File: src/rtl/seg7_display_driver.sv
// seg7_display_driver: latches a 14-bit value and drives four active-low 7-segment digits
//   iCLK   : clock, rising edge
//   iRST   : asynchronous active-high reset
//   iLOAD  : load strobe, accepted only while idle
//   iHEX   : 1 = hexadecimal, 0 = decimal (sampled with iLOAD)
//   iVALUE : 14-bit binary value (sampled with iLOAD)
//   oSEG   : digits 3..0, 7 bits each, gfedcba, active low
//   oBUSY  : high while a load is in flight
//   oDONE  : one-cycle pulse when oSEG updates
//   oOVF   : last decimal load exceeded 9999
module seg7_display_driver #(
    parameter int BLANK_LEADING = 1
) (
    input  logic        iCLK,
    input  logic        iRST,
    input  logic        iLOAD,
    input  logic        iHEX,
    input  logic [13:0] iVALUE,
    output logic [27:0] oSEG,
    output logic        oBUSY,
    output logic        oDONE,
    output logic        oOVF
);
    typedef enum logic [1:0] {IDLE, CONV, UPDATE} state_t;

    state_t      state;
    logic [13:0] binReg;
    logic        hexReg;
    logic        ovfReg;
    logic [15:0] bcd;
    logic [3:0]  cnt;
    logic [15:0] adj;
    logic [15:0] nibbles;
    logic [3:0]  blank;
    logic [27:0] segNext;
    logic        tooBig;

    function automatic logic [6:0] segOf(input logic [3:0] n);
        case (n)
            4'h0: segOf = 7'b1000000;
            4'h1: segOf = 7'b1111001;
            4'h2: segOf = 7'b0100100;
            4'h3: segOf = 7'b0110000;
            4'h4: segOf = 7'b0011001;
            4'h5: segOf = 7'b0010010;
            4'h6: segOf = 7'b0000010;
            4'h7: segOf = 7'b1111000;
            4'h8: segOf = 7'b0000000;
            4'h9: segOf = 7'b0011000;
            4'hA: segOf = 7'b0001000;
            4'hB: segOf = 7'b0000011;
            4'hC: segOf = 7'b1000110;
            4'hD: segOf = 7'b0100001;
            4'hE: segOf = 7'b0000110;
            default: segOf = 7'b0001110;
        endcase
    endfunction

    assign tooBig = iVALUE > 14'd9999;

    always_comb begin
        adj = bcd;
        for (int i = 0; i < 4; i++)
            adj[4*i +: 4] = bcd[4*i +: 4] >= 4'd5 ? bcd[4*i +: 4] + 4'd3 : bcd[4*i +: 4];
        // in decimal mode binReg has been shifted out, so hex is the only user of it here
        nibbles = hexReg ? {2'b00, binReg} : bcd;
        blank[0] = 1'b0;
        blank[3] = (BLANK_LEADING != 0) && nibbles[15:12] == 4'd0;
        blank[2] = blank[3] && nibbles[11:8] == 4'd0;
        blank[1] = blank[2] && nibbles[7:4] == 4'd0;
        segNext = '1;
        for (int i = 0; i < 4; i++)
            segNext[7*i +: 7] = ovfReg ? 7'b0111111 : blank[i] ? 7'b1111111 : segOf(nibbles[4*i +: 4]);
    end

    always_ff @(posedge iCLK or posedge iRST) begin
        if (iRST) begin
            state  <= IDLE;
            binReg <= '0;
            hexReg <= 1'b0;
            ovfReg <= 1'b0;
            bcd    <= '0;
            cnt    <= '0;
            oSEG   <= 28'hFFFFFFF;
            oBUSY  <= 1'b0;
            oDONE  <= 1'b0;
            oOVF   <= 1'b0;
        end else begin
            oDONE <= 1'b0;
            case (state)
                IDLE: if (iLOAD) begin
                    binReg <= iVALUE;
                    hexReg <= iHEX;
                    ovfReg <= !iHEX && tooBig;
                    bcd    <= '0;
                    cnt    <= '0;
                    state  <= (iHEX || tooBig) ? UPDATE : CONV;
                    oBUSY  <= 1'b1;
                end
                CONV: begin
                    {bcd, binReg} <= {adj, binReg} << 1;
                    cnt <= cnt + 4'd1;
                    if (cnt == 4'd13) state <= UPDATE;
                end
                default: begin
                    oSEG  <= segNext;
                    oOVF  <= ovfReg;
                    oDONE <= 1'b1;
                    oBUSY <= 1'b0;
                    state <= IDLE;
                end
            endcase
        end
    end
endmodule
File: config.mk
export PLATFORM = sky130hd
export DESIGN_NAME = seg7_display_driver
export DESIGN_NICKNAME = d
export VERILOG_FILES = /design/src/rtl/seg7_display_driver.sv
export SDC_FILE = /design/constraint.sdc
export NUM_CORES = 1
export LEC_CHECK = 0
export ABC_AREA = 1
export BUFFER_PORTS_ARGS = -buffer_cell sky130_fd_sc_hd__buf_4
export CORE_UTILIZATION = 55
export CTS_CLUSTER_DIAMETER = 100
export CTS_CLUSTER_SIZE = 25
export DETAILED_ROUTE_END_ITERATION = 10
export PLACE_DENSITY = 0.83
export SLEW_MARGIN = 10
export SYNTH_ARGS = -nofsm -noshare
export SYNTH_HDL_FRONTEND = slang
export SYNTH_SLANG_ARGS = --single-unit
File: constraint.sdc
create_clock -name iCLK -period 2.7 [get_ports iCLK]
set_clock_uncertainty 0.2 [all_clocks]
set_input_delay 0.27 -clock iCLK [delete_from_list [all_inputs] [get_ports iCLK]]
set_output_delay 0.27 -clock iCLK [all_outputs]
set_load 0.1 [all_outputs]
======== Word level (Yosys, flattened, before mapping) ========
Memories as Yosys holds them, arrays and structs flattened.
Index checks and enable logic that the tools add are counted.
operators by class
  add/subtract/negate cells ............... 5
  order comparisons ....................... 5
  bitwise logic cells ..................... 1
  equal/unequal tests ..................... 4
  muxes and demuxes ....................... 25
  reduce and logical (&&, ||, !) cells .... 15
operators by type and width
  operator                                             number
  two-way mux 7 bit                                    7
  two-way mux 16 bit                                   2
  one-hot mux 16 bit (2 select lines)                  1
  one-hot mux 14 bit (2 select lines)                  1
  >= comparator 4 x 3 -> 1 bit, second input constant  4
  two-way mux 4 bit                                    4
  > comparator 14 bit, second input constant           1
  two-way mux 14 bit                                   1
  adder 4 x 2 -> 4 bit, second input constant          3
  logical NOT 4 bit                                    3
  one-hot mux 4 bit (2 select lines)                   1
  AND reduction 2 bit                                  4
  two-way mux 2 bit                                    3
  adder 4 x 1 -> 4 bit, second input constant          1
  equality test 4 bit, second input constant           1
  != test 2 bit, second input constant                 2
  one-hot mux 2 bit (2 select lines)                   1
  adder 3 x 2 -> 3 bit, second input constant          1
  logical AND 1 bit                                    3
  two-way mux 3 bit                                    1
  equality test 2 x 1 -> 1 bit, second input constant  1
  logical NOT 2 bit                                    1
  two-way mux 1 bit                                    2
  one-hot mux 1 bit (2 select lines)                   1
  5 further kinds                                      5
storage, ports and cells
  memories kept ........................... 4
  logic and storage cells ................. 69
  flip-flop bits (word level) ............. 69
  memory bits (read-only) ................. 448
  output and inout port bits .............. 31
  bits of input ports ..................... 18
memories
  name             depth  width  read ports  clocked after memory_dff  write ports  RTL line  RTL
  (no name shown)  16     7      1           0                         0            39        case (n)
  (no name shown)  16     7      1           0                         0            39
  (no name shown)  16     7      1           0                         0            39
  (no name shown)  16     7      1           0                         0            39

======== Longest topological paths before layout ========
Gate-level depths: netlist (run 1).
  depth after elaboration ................. 6
  mapped depth ............................ 13
  mapped depth without buffers ............ 11

======== Least setup slack after synthesis (run 1) ========
Ideal clock, no wire load.
  path type ............................... register to register
  from .................................... register hexReg
  to ...................................... register oSEG[11]
  setup time .............................. 0.067 ns
  required time ........................... 2.433 ns
  clock period less this slack ............ 1.933 ns
  buffers on the path ..................... 3
  cell stages (with the launch flop) ...... 12
  path slack .............................. 0.767 ns
  arrival ................................. 1.666 ns
  cell sequence ........................... dfrtp_1 -> buf_6 -> buf_8 -> buf_8 -> o21ai_2 -> ha_1 -> nand3_1 -> nor2_1 -> nand2_2 -> nand2_2 -> nor2_1 -> nor2_1
between the ends
  cells in the longest elaborated chain, start to end .. 6
  elaborated cells between the ends (all ways) .. 9
  classes of those cells .................. mux: 3; reduce/logical: 5; memory: 1
RTL lines
  element                                                                           RTL line  RTL
  start, declared                                                                   28        logic hexReg;
  start signal, assigned                                                            93        hexReg <= iHEX;
  two-way mux 16 bit (*)                                                            66        nibbles = hexReg ? {2'b00, binReg} : bcd;
  parallel branches: the longest is 3 deep, another holds memory read (16 x 7 bit)  n/a
  two-way mux 7 bit (*) (2 in a row)                                                73        segNext[7*i +: 7] = ovfReg ? 7'b0111111 : blank[i] ? 7'b1111111 : segOf(nibbles[4*i +: 4]);
  end signal, assigned                                                              106       oSEG <= segNext;
  end, declared                                                                     19        output logic [27:0] oSEG,
Mark *: on every way between the ends.
A chain may end at the register's enable or synchronous reset.

======== Final worst setup path (run 1) ========
  from .................................... register hexReg
  to ...................................... register oSEG[0]
between the ends
  cells in the longest elaborated chain, start to end .. 3
RTL lines
  element                   RTL line
  two-way mux 16 bit        66
  memory read (16 x 7 bit)  n/a
  two-way mux 7 bit         73
No other way between the ends.

==> out/metrics.cfg, run 1 <==
[logic_synthesis]
synth_cells=578
synth_top_cells_by_area=sky130_fd_sc_hd__dfrtp_1 23%, sky130_fd_sc_hd__dfstp_2 17%, sky130_fd_sc_hd__nand2_1 11%, sky130_fd_sc_hd__ha_1 8.2%, sky130_fd_sc_hd__nand3_1 5.6%
asyncSetResetFlopFracSynth_pct=100
netlist.top_cell.by_area=sky130_fd_sc_hd__dfrtp_1
synth_sequential_area_ratio_pct=39.9
synth.yosys.warnings=0
synth_cell_type_count=38
post-synth-top-area-fraction_pct=23.2
syn_nets=625
synth-edff-count=0
synth_seq_cells=69
avgSynthCellArea_um2=7.64
post_synth_instance_area_um2=4420
ys_dominant_reg_cell=sky130_fd_sc_hd__dfrtp_1

[timing]
totalNegativeSetupSlack_ns=0
achievable-frequency_mhz=440
slew_violations=0
timing.final.crit_share_pct=84.1
finalCriticalPeriod_ns=2.27
setup_viol=0
timing.final.hold_violations=0
worst-slew-pin-transition_ns=0.654
setup_repair_after_global_routing_missed_its_margin=false
maxSlewHeadroom_pct=56.1

[placement]
numPortBuffers=48
placedInstanceArea_um2=4840
routabilityCongestion=0.879
post-dp-hpwl_um=7410

[die]
design.die.area_um2=8390
placeableCoreArea_um2=7730
die_height_um=91.6
floorplan_row_count=32
die_w_um=91.6
start_util_pct=57.1
io-pin-count=49

[clock_network]
clk_pin_slew_ns=0.07
hold_buffers=4
cts_made_buffers=9
cts_post_setup_buffers_inserted=0
clkLatencyLatePin_ns=0.34
cts_num_sinks=69
htree_levels=3
cts_resized=0
ctsLongestPathBuffers=2
clock_root_cell=sky130_fd_sc_hd__clkbuf_8
cts_tree=yes

[drt]
route.final.wire_length_um=10400
route.detailed.drc=0
detailroute.via_count=3960
post_drt_antenna_nets=0
via_per_inst=5.39
drtPass1Iterations=4
detail_route.iter0.violations=221
post_drt_wl_per_cell_um=14.1

[worst_setup_path]
path_max_fanout=24
path_length_in_cells_of_the_critical_path=10
crit_path_start_kind=flip-flop
cp_cell_sequence=buf_4, nand2_1, o21ai_2, inv_1, ha_1, or2_2, nand2_1, nand2_1, nor2_1, nor2_1
slack_of_the_worst_reg_to_reg_path_ns=0.43
setup.worst_path.end_class=flip-flop
ff2ff_path_depth=10
critical_path.n_buffers_inverters=2
critPathKind=flip-flop to flip-flop
crit_path_top_delay_cell=sky130_fd_sc_hd__dfrtp_1
critical_path.max_stage_delay_ns=0.56
cp.required_ns=2.78
crit_top_cell=sky130_fd_sc_hd__nand2_1
critical_path.top_delay_family=simple AND/OR/NAND/NOR gates
arrival_ns=2.35

[layout]
final_area_um2=5070
areaGrowthSynthToFinish_pct=14.8
nets=675
antennaDiodeCount=0
layout.core_utilization_pct=65.6
layout-drive-gt1-share_pct=21.2

[global_route]
grt_usage_pct=26.5
antenna_violations_before_repair=0
grt_remaining_overflow=0
grt_start_max_net_pins=70
global_route_wire_length_before_repair_um=17700
via_count_of_the_first_global_routing_pass=3735

[job]
maxCapViolations=0

[status]
status=finished clean

[min_path]
min_path_cells=3
min-delay-path-class=input port to flip-flop

-- logic make-up (layout without fill, tap and decap cells) --
kind of cell               Yosys count  after routing  share of synthesized area, %
AOI/OAI and AO/OA                  123            123                          16.5
DFF                                 69             69                          39.9
and+or+nand+nor                    270            270                          26.4
adders and majority gates           29             29                          8.22
buffers and inverters               85            140                          8.56
xor gates and xnor gates             2              2                         0.397
-- path summary, 6_finish.rpt --
path	startpoint	end
worst max-delay path	hexReg$_DFFE_PP0P_	oSEG[0]$_DFFE_PP1P_
worst min-delay path	iVALUE[7]	binReg[7]$_DFFE_PP0P_
worst max register to register	hexReg$_DFFE_PP0P_	oSEG[0]$_DFFE_PP1P_
worst min register to register	oSEG[20]$_DFFE_PP1P_	oSEG[20]$_DFFE_PP1P_
max in group asynchronous	iRST	oSEG[19]$_DFFE_PP1P_
min in group asynchronous	iRST	oOVF$_DFFE_PP0P_
-- flip-flops by register name, summed over array words and instances, names as in the netlist --
| register | cells |
|---|---|
| state | 2 |
| cnt | 4 |
| oBUSY | 1 |
| oSEG | 28 |
| ovfReg | 1 |
| oDONE | 1 |
| hexReg | 1 |
| oOVF | 1 |
| bcd | 16 |
| binReg | 14 |
-- metal layers --
metal	share of wire [%]	up-vias	wire [um]	GRT usage (%)
met3	4.9	10	503	3.94
met4	1.3	0	131	8.07
li1	-	1991	-	-
met1	48	1837	5010	37.5
met5	0	-	0	0
met2	45	122	4710	42.0
-- stage by stage --
stage	worst slack [ns]	hold WS, ns	cells
floorplan	0.536	0.191	578
finish	0.429	0.0186	735
CTS	0.442	0.00467	735
detailed placement	0.447	0.184	715
global placement	0.518	0.176	715
global route	0.259	0.0282	735
-- final cells by class --
cell class              instances  area, um2
clock buffers                  12        145
clock inverters                 4       47.5
fillers                       691       2660
inverters                      66        253
multi-input cells             424       2280
flip-flops and latches         69       1760
well taps                     102        128
repair buffers                 58        458
-- cells in the mapped netlist (3+ instances only) --
| library cell | n |
|---|---|
| sky130_fd_sc_hd__clkbuf_1 | 6 |
| sky130_fd_sc_hd__ha_1 | 29 |
| sky130_fd_sc_hd__a31oi_1 | 7 |
| sky130_fd_sc_hd__o21ai_0 | 45 |
| sky130_fd_sc_hd__nor2_1 | 63 |
| sky130_fd_sc_hd__buf_2 | 7 |
| sky130_fd_sc_hd__o22ai_1 | 10 |
| sky130_fd_sc_hd__or2_2 | 5 |
| sky130_fd_sc_hd__nand3_1 | 49 |
| sky130_fd_sc_hd__o21ai_1 | 8 |
| sky130_fd_sc_hd__buf_6 | 3 |
| sky130_fd_sc_hd__nand2_1 | 130 |
| sky130_fd_sc_hd__nand2_2 | 12 |
| sky130_fd_sc_hd__dfrtp_1 | 41 |
| sky130_fd_sc_hd__o211ai_1 | 5 |
| sky130_fd_sc_hd__nor2_4 | 3 |
| sky130_fd_sc_hd__a21oi_1 | 30 |
| sky130_fd_sc_hd__a221oi_1 | 4 |
| sky130_fd_sc_hd__o21ai_2 | 6 |
| sky130_fd_sc_hd__inv_1 | 62 |
| sky130_fd_sc_hd__dfstp_2 | 28 |
-- placed cells by master, fill, tap and decap left out, types with 2 or more instances in the layout --
cell type | Yosys | final
sky130_fd_sc_hd__inv_1 | 62 | 61
sky130_fd_sc_hd__o21ai_2 | 6 | 6
sky130_fd_sc_hd__nand2_2 | 12 | 12
sky130_fd_sc_hd__dlygate4sd3_1 | 0 | 4
sky130_fd_sc_hd__a21oi_1 | 30 | 30
sky130_fd_sc_hd__dfstp_2 | 28 | 28
sky130_fd_sc_hd__xor2_1 | 2 | 2
sky130_fd_sc_hd__ha_1 | 29 | 29
sky130_fd_sc_hd__dfrtp_1 | 41 | 41
sky130_fd_sc_hd__inv_2 | 2 | 3
sky130_fd_sc_hd__nor2_4 | 3 | 3
sky130_fd_sc_hd__nand4_1 | 2 | 2
sky130_fd_sc_hd__nor2_2 | 2 | 2
sky130_fd_sc_hd__o21ai_1 | 8 | 8
sky130_fd_sc_hd__clkinv_2 | 0 | 2
sky130_fd_sc_hd__nor2_1 | 63 | 63
sky130_fd_sc_hd__o32ai_1 | 2 | 2
sky130_fd_sc_hd__o211ai_1 | 5 | 5
sky130_fd_sc_hd__a221oi_1 | 4 | 4
sky130_fd_sc_hd__o22ai_1 | 10 | 10
sky130_fd_sc_hd__a31oi_1 | 7 | 7
sky130_fd_sc_hd__or2_2 | 5 | 5
sky130_fd_sc_hd__nand2_1 | 130 | 130
sky130_fd_sc_hd__o21ai_0 | 45 | 45
sky130_fd_sc_hd__buf_4 | 0 | 53
sky130_fd_sc_hd__o21ai_4 | 2 | 2
sky130_fd_sc_hd__inv_4 | 2 | 2
sky130_fd_sc_hd__clkbuf_8 | 0 | 10
sky130_fd_sc_hd__nand3_1 | 49 | 49
sky130_fd_sc_hd__clkbuf_1 | 6 | 2
-- tightest hold or removal path, stage by stage --
cell and delay, ns:
sky130_fd_sc_hd__buf_4 0.11, sky130_fd_sc_hd__nor2_1 0.09, sky130_fd_sc_hd__a221oi_1 0.05
Power of run 1 is not shown: default switching activity piles up to over one toggle a cycle in this logic, so the estimate is an artifact.
==> run 2: changes to the inputs <==
--- a/config.mk
+++ b/config.mk
@@ -7,11 +7,11 @@
 export LEC_CHECK = 0
 export ABC_AREA = 1
 export BUFFER_PORTS_ARGS = -buffer_cell sky130_fd_sc_hd__buf_4
-export CORE_UTILIZATION = 55
+export CORE_UTILIZATION = 54
 export CTS_CLUSTER_DIAMETER = 100
 export CTS_CLUSTER_SIZE = 25
 export DETAILED_ROUTE_END_ITERATION = 10
-export PLACE_DENSITY = 0.83
+export PLACE_DENSITY = 0.84
 export SLEW_MARGIN = 10
 export SYNTH_ARGS = -nofsm -noshare
 export SYNTH_HDL_FRONTEND = slang
==> constraint.sdc (replaced) <==
create_clock -name iCLK -period 2 [get_ports iCLK]
set_clock_uncertainty 0.2 [all_clocks]
set_input_delay 0.2 -clock iCLK [delete_from_list [all_inputs] [get_ports iCLK]]
set_output_delay 0.2 -clock iCLK [all_outputs]
set_load 0.1 [all_outputs]
==> run 2 against run 1 <==
Utilization grew 4.9 points. Sequential share of layout area shrank 2.7 points. Global-route usage grew 0.40 points. Count of clock-buffer cells in the layout shrank 3. Critical endpoint unchanged. Largest cell class unchanged.
==> out/metrics.cfg, run 2 (synthesis gave the netlist of run 1 again) <==
[status]
status=finished clean

[global_route]
global_route_wire_length_before_repair_um=18100  ; +2.3%
grt_usage_pct=26.9  ; +0.40 points
grt_start_max_net_pins=43  ; -39%
via_count_of_the_first_global_routing_pass=3877  ; +3.8%
antenna_violations_before_repair=0  ; unchanged
grt_remaining_overflow=0  ; unchanged

[timing]
slew_violations=0  ; unchanged
setup_viol=0  ; unchanged
setup_repair_after_global_routing_missed_its_margin=true
post_route_setup_slack_ns=0.0818  ; -0.348 ns
maxSlewHeadroom_pct=69.0  ; +13 points
achievable-frequency_mhz=521  ; +18%
timing.final.crit_share_pct=95.9  ; +12 points
totalNegativeSetupSlack_ns=0  ; unchanged
timing.final.hold_violations=0  ; unchanged
worst-slew-pin-transition_ns=0.460  ; -0.194 ns
finalCriticalPeriod_ns=1.92  ; -0.352 ns

[placement]
post-dp-hpwl_um=7750  ; +4.7%
numPortBuffers=48  ; unchanged
routabilityCongestion=0.917  ; +4.4%
dp_slack_ns=-0.0107  ; -0.457 ns
dp.cells=729  ; +2.0%

[worst_setup_path]
arrival_ns=1.99  ; -0.36 ns
crit_path_start_kind=flip-flop
critPathKind=flip-flop to flip-flop
setup.worst_path.end_class=flip-flop
cp.required_ns=2.08  ; -0.70 ns
path_max_fanout=16  ; -33%

[layout]
fin_cells=762  ; +3.7%
layout-drive-gt1-share_pct=27.0  ; +5.8 points
antennaDiodeCount=0  ; unchanged
largest-register=oSEG
most-common-layout-cells=125 x sky130_fd_sc_hd__nand2_1, 66 x sky130_fd_sc_hd__buf_4, 60 x sky130_fd_sc_hd__nor2_1
largestRegisters=oSEG x28, bcd x16, binReg x14
areaGrowthSynthToFinish_pct=24.7
mostFrequentLayoutCell=sky130_fd_sc_hd__nand2_1
largest_reg_flops=28  ; unchanged
nets=702  ; +4.0%

[die]
design.die.area_um2=8540  ; +1.8%
die_height_um=92.4  ; +0.90%
io-pin-count=49  ; unchanged
die_w_um=92.4  ; +0.90%
floorplan_row_count=32  ; unchanged
start_util_pct=56.6  ; -0.59 points
placeableCoreArea_um2=7810  ; +1.0%

[clock_network]
cts_made_buffers=9  ; unchanged
htree_levels=3  ; unchanged
clk_pin_slew_ns=0.07  ; about the same
clock_root_cell=sky130_fd_sc_hd__clkbuf_8
cts_num_sinks=69  ; unchanged
ctsLongestPathBuffers=2  ; unchanged
clkLatencyLatePin_ns=0.35  ; about the same
cts_tree=yes

[drt]
detail_route.iter0.violations=218  ; -1.4%
via_per_inst=5.43  ; +0.77%
route.detailed.drc=0  ; unchanged
drtPass1Iterations=5  ; +1
post_drt_antenna_nets=0  ; unchanged
detailroute.via_count=4137  ; +4.5%
route.final.wire_length_um=10800  ; +4.6%
post_drt_wl_per_cell_um=14.2  ; +0.92%

[job]
maxCapViolations=0  ; unchanged

[min_path]
min-delay-path-class=input port to flip-flop

[run 2: worst max-delay path, cell delays in order (launching register included)]
cell	delay, ns
sky130_fd_sc_hd__dfrtp_2	0.46
sky130_fd_sc_hd__buf_12	0.17
sky130_fd_sc_hd__o21ai_2	0.16
sky130_fd_sc_hd__inv_2	0.07
sky130_fd_sc_hd__ha_1	0.21
sky130_fd_sc_hd__or2_2	0.29
sky130_fd_sc_hd__nand2_1	0.07
sky130_fd_sc_hd__nand2_1	0.04
sky130_fd_sc_hd__nor2_1	0.11
sky130_fd_sc_hd__nor2_1	0.06
[run 2: final cells by class]
class | count | area [um2]
multi-input cells | 424 | 2430
fillers | 624 | 2300
flip-flops and latches | 69 | 1760
repair buffers | 85 | 709
inverters | 66 | 262
well taps | 102 | 128
clock buffers | 9 | 124
clock inverters | 7 | 88.8
[run 2: routing by layer]
metal / routed length, um / global-route usage [%] / vias up
met3: 553 / 3.94 / 13
met1: 5080 / 37.7 / 1925
li1: - / - / 2057
met4: 124 / 9.77 / 0
met2: 5080 / 42.3 / 142
met5: 0 / 0 / -
[run 2: final timing paths]
path | slack (ns) | end | startpoint | cells after the start
setup / recovery | 0.08 | oSEG[0]$_DFFE_PP1P_ | hexReg$_DFFE_PP0P_ | 9
hold / removal | 0.02 | binReg[10]$_DFFE_PP0P_ | iVALUE[10] | 5
setup reg to reg | 0.08 | oSEG[0]$_DFFE_PP1P_ | hexReg$_DFFE_PP0P_ | 9
hold reg to reg | 0.27 | oSEG[20]$_DFFE_PP1P_ | oSEG[20]$_DFFE_PP1P_ | 2
max in group asynchronous | 0.91 | oSEG[10]$_DFFE_PP1P_ | iRST | 4
min in group asynchronous | 0.35 | oSEG[16]$_DFFE_PP1P_ | iRST | 3
[run 2: repair_timing]
action | 4_1_cts | 5_1_grt
hold endpoints to repair | 65 | 0
gates resized for setup | 2 | 44
gates cloned | 0 | 0
pin swaps | 0 | 6
setup buffers | 0 | 3
setup endpoints to repair | 3 | 24
hold buffers | 14 | 0
[run 2: metrics by stage]
step / instance area, um2 / util (%) / hold WS, ns
finish: 5500 / 70.5 / 0.0220
global route: 5500 / 70.5 / 0.0662
CTS: 5310 / 67.9 / 0.0122
detailed placement: 4940 / 63.3 / 0.165
global placement: 4940 / 63.3 / 0.164
floorplan: 4420 / - / 0.121
Power of run 2 is left out for the same reason.
==> run 3: changes to the inputs <==
--- a/config.mk
+++ b/config.mk
@@ -5,13 +5,12 @@
 export SDC_FILE = /design/constraint.sdc
 export NUM_CORES = 1
 export LEC_CHECK = 0
-export ABC_AREA = 1
 export BUFFER_PORTS_ARGS = -buffer_cell sky130_fd_sc_hd__buf_4
-export CORE_UTILIZATION = 54
+export CORE_UTILIZATION = 53
 export CTS_CLUSTER_DIAMETER = 100
 export CTS_CLUSTER_SIZE = 25
 export DETAILED_ROUTE_END_ITERATION = 10
-export PLACE_DENSITY = 0.84
+export PLACE_DENSITY = 0.83
 export SLEW_MARGIN = 10
 export SYNTH_ARGS = -nofsm -noshare
 export SYNTH_HDL_FRONTEND = slang
==> run 3 against run 2 <==
The flow now finishes with violations (setup timing). Routed wire length is 33% higher. Flip-flop and latch count stayed put. First-iteration DRC count is 81% higher. Critical path depth stayed put. Largest cell class unchanged. Highest routed layer unchanged.
==> out/metrics.cfg, run 3 <==
[logic_synthesis]
post_synth_instance_area_um2=4340  ; -1.7%
synth_seq_cells=69  ; unchanged
most_used_standard_cells_in_the_synthesized_netlist=44 x sky130_fd_sc_hd__nand2_1, 41 x sky130_fd_sc_hd__dfrtp_1, 38 x sky130_fd_sc_hd__nor2_1
asyncSetResetFlopFracSynth_pct=100  ; unchanged
synth_cells=462  ; -20%
ys_dominant_reg_cell=sky130_fd_sc_hd__dfrtp_1
synth_cell_type_count=59  ; +55%
yosys.cell_count.top_type=sky130_fd_sc_hd__nand2_1
synth_sequential_area_ratio_pct=40.6  ; +0.70 points
post-synth-top-area-fraction_pct=23.6  ; +0.41 points
avgSynthCellArea_um2=9.39  ; +23%
syn_nets=509  ; -19%
synth_top_cells_by_area=sky130_fd_sc_hd__dfrtp_1 24%, sky130_fd_sc_hd__dfstp_2 17%, sky130_fd_sc_hd__ha_1 8.4%, sky130_fd_sc_hd__a21oi_1 4.3%, sky130_fd_sc_hd__nand2_1 3.8%
netlist.top_cell.by_area=sky130_fd_sc_hd__dfrtp_1
synth.yosys.warnings=0  ; unchanged
synth-edff-count=0  ; unchanged

[timing]
achievable-frequency_mhz=445  ; -15%
setup_viol=21  ; +21
setup_repair_after_global_routing_missed_its_margin=true
worst-slew-pin-transition_ns=0.550  ; +0.0899 ns
post_route_setup_slack_ns=-0.247  ; -0.329 ns
timing.final.crit_share_pct=112  ; +16 points
slew_violations=0  ; unchanged
timing.final.hold_violations=0  ; unchanged
maxSlewHeadroom_pct=63.3  ; -5.7 points
finalCriticalPeriod_ns=2.25  ; +0.329 ns

[drt]
route.final.wire_length_um=14400  ; +33%
detailroute.via_count=4442  ; +7.4%
route.detailed.drc=0  ; unchanged
post_drt_antenna_nets=0  ; unchanged
post_drt_wl_per_cell_um=20.8  ; +47%
detail_route.iter0.violations=394  ; +81%
drtPass1Iterations=7  ; +2
via_per_inst=6.43  ; +18%

[placement]
numPortBuffers=48  ; unchanged
routabilityCongestion=0.923  ; +0.60%
post-dp-hpwl_um=8160  ; +5.3%
dp_slack_ns=-0.204  ; -0.193 ns

[worst_setup_path]
arrival_ns=2.34  ; +0.35 ns
cp.required_ns=2.09  ; about the same
timing.critical_path.from=hexReg$_DFFE_PP0P_
cp_cell_sequence=buf_6, mux2i_4, buf_4, inv_2, ha_2, nor3b_1, a21oi_1, o21ai_1, o31ai_1
cp-endpoint=oSEG[27]$_DFFE_PP1P_
setup.worst_path.end_class=flip-flop
ff2ff_path_depth=9  ; unchanged
critical_path.n_buffers_inverters=3  ; +1
critical_path.top_delay_family=flip-flops
crit_path_start_kind=flip-flop
path_max_fanout=6  ; -10
timing.rr.end=oSEG[27]$_DFFE_PP1P_
critical_path.max_stage_delay_ns=0.44  ; -0.02 ns
path_length_in_cells_of_the_critical_path=9  ; unchanged
timing.rr.start=hexReg$_DFFE_PP0P_
critPathKind=flip-flop to flip-flop
slack_of_the_worst_reg_to_reg_path_ns=-0.25  ; -0.33 ns
crit_path_top_delay_cell=sky130_fd_sc_hd__dfrtp_2

[clock_network]
cts_tree=yes
htree_levels=3  ; unchanged
cts_num_sinks=69  ; unchanged
clk_pin_slew_ns=0.09  ; +0.02 ns
clkLatencyLatePin_ns=0.37  ; +0.02 ns
ctsLongestPathBuffers=2  ; unchanged
cts_made_buffers=9  ; unchanged
clock_root_cell=sky130_fd_sc_hd__clkbuf_8

[layout]
most-common-layout-cells=116 x sky130_fd_sc_hd__buf_4, 41 x sky130_fd_sc_hd__nand2_1, 40 x sky130_fd_sc_hd__dfrtp_1
largest-register=oSEG
nets=631  ; -10%
largest_reg_flops=28  ; unchanged
layout-drive-gt1-share_pct=40.7  ; +14 points
areaGrowthSynthToFinish_pct=39.3
antennaDiodeCount=0  ; unchanged
mostFrequentLayoutCell=sky130_fd_sc_hd__buf_4
largestRegisters=oSEG x28, bcd x16, binReg x14

[die]
die_height_um=92.5  ; about the same
floorplan_row_count=32  ; unchanged
start_util_pct=55.6  ; -0.98 points
die_w_um=92.5  ; about the same
placeableCoreArea_um2=7810  ; unchanged
design.die.area_um2=8550  ; +0.12%
io-pin-count=49  ; unchanged

[job]
maxCapViolations=0  ; unchanged

[min_path]
min_path_cells=4  ; -1
timing.hold.worst.start=iVALUE[9]
min-delay-path-class=input port to flip-flop

[global_route]
grt_start_max_net_pins=70  ; +63%
grt_remaining_overflow=0  ; unchanged
grt_usage_pct=29.5  ; +2.6 points
via_count_of_the_first_global_routing_pass=4120  ; +6.3%
antenna_violations_before_repair=0  ; unchanged
global_route_wire_length_before_repair_um=19800  ; +9.1%

[status]
violations=setup timing
status=finished, violations left

-- run 3: cell count changes after synthesis, sizes merged, moves of 19 or more --
cell   delta
nor2     -30
inv      -41
mux2i    +19
nand3    -41
nand2    -99
o21ai    -27
-- run 3: repair_timing --
item | CTS | global route
cloned | 1 | 0
pin swaps | 14 | 15
gates resized for setup | 33 | 47
hold buffers | 6 | 0
setup buffers | 9 | 10
setup endpoints to repair | 20 | 26
hold endpoints to repair | 46 | 0
-- run 3: area by class of cell --
type	instances	area, um2
Clock buffer	9	124
Sequential cell	69	1760
Multi-Input combinational cell	345	2780
Inverter	26	104
Clock inverter	7	65.1
Timing Repair Buffer	133	1080
Tap cell	102	128
Fill cell	453	1760
-- run 3: stage by stage --
stage | cells | utilization (%) | cell area, um2 | hold slack [ns] | setup TNS (ns)
after floorplan | 462 | - | 4410 | 0.105 | -0.396
after global placement | 650 | 67.3 | 5250 | 0.121 | -1.04
after detailed placement | 650 | 67.3 | 5250 | 0.132 | -2.14
after CTS | 682 | 73.8 | 5770 | 0.0671 | -0.382
after global routing | 691 | 77.4 | 6040 | 0.111 | -2.85
final | 691 | 77.4 | 6040 | 0.0786 | -1.88
-- run 3: cells by family after synthesis --
group                      synth area share (%)
DFF                                        40.6
adders and majority gates                  8.36
buffers and inverters                      4.84
and+or+nand+nor                            14.7
muxes                                      6.72
AOI/OAI and AO/OA                          23.3
xor gates and xnor gates                   1.41
-- run 3: per-layer routing --
layer  vias to the layer above  wire, um  track usage [%]
met5                         -         0                0
met4                         0       571             16.7
met3                        63      1060             5.67
met2                       298      7090             46.7
met1                      2151      5680             37.8
li1                       1930         -                -
-- run 3: how the worst min path moves through the flow --
stage,endpoint,slack (ns)
2_1_floorplan,hexReg$_DFFE_PP0P_,0.11
3_3_place_gp,cnt[1]$_DFFE_PP0P_,0.12
3_5_place_dp,cnt[1]$_DFFE_PP0P_,0.13
4_1_cts,binReg[5]$_DFFE_PP0P_,0.07
5_1_grt,binReg[9]$_DFFE_PP0P_,0.11
6_report,binReg[9]$_DFFE_PP0P_,0.08
-- run 3: worst register-to-register path: cells and delay by family, from the launching register on --
| kind | cells | cell delay [ns] |
|---|---|---|
| flip-flops | 1 | 0.44 |
| AO/OA/AOI/OAI | 3 | 0.42 |
| adder cells (fa/ha/maj) | 1 | 0.20 |
| AND/OR/NAND/NOR | 1 | 0.24 |
| buffers and inverters | 3 | 0.37 |
| multiplexers | 1 | 0.31 |
Power of run 3 is left out for the same reason.
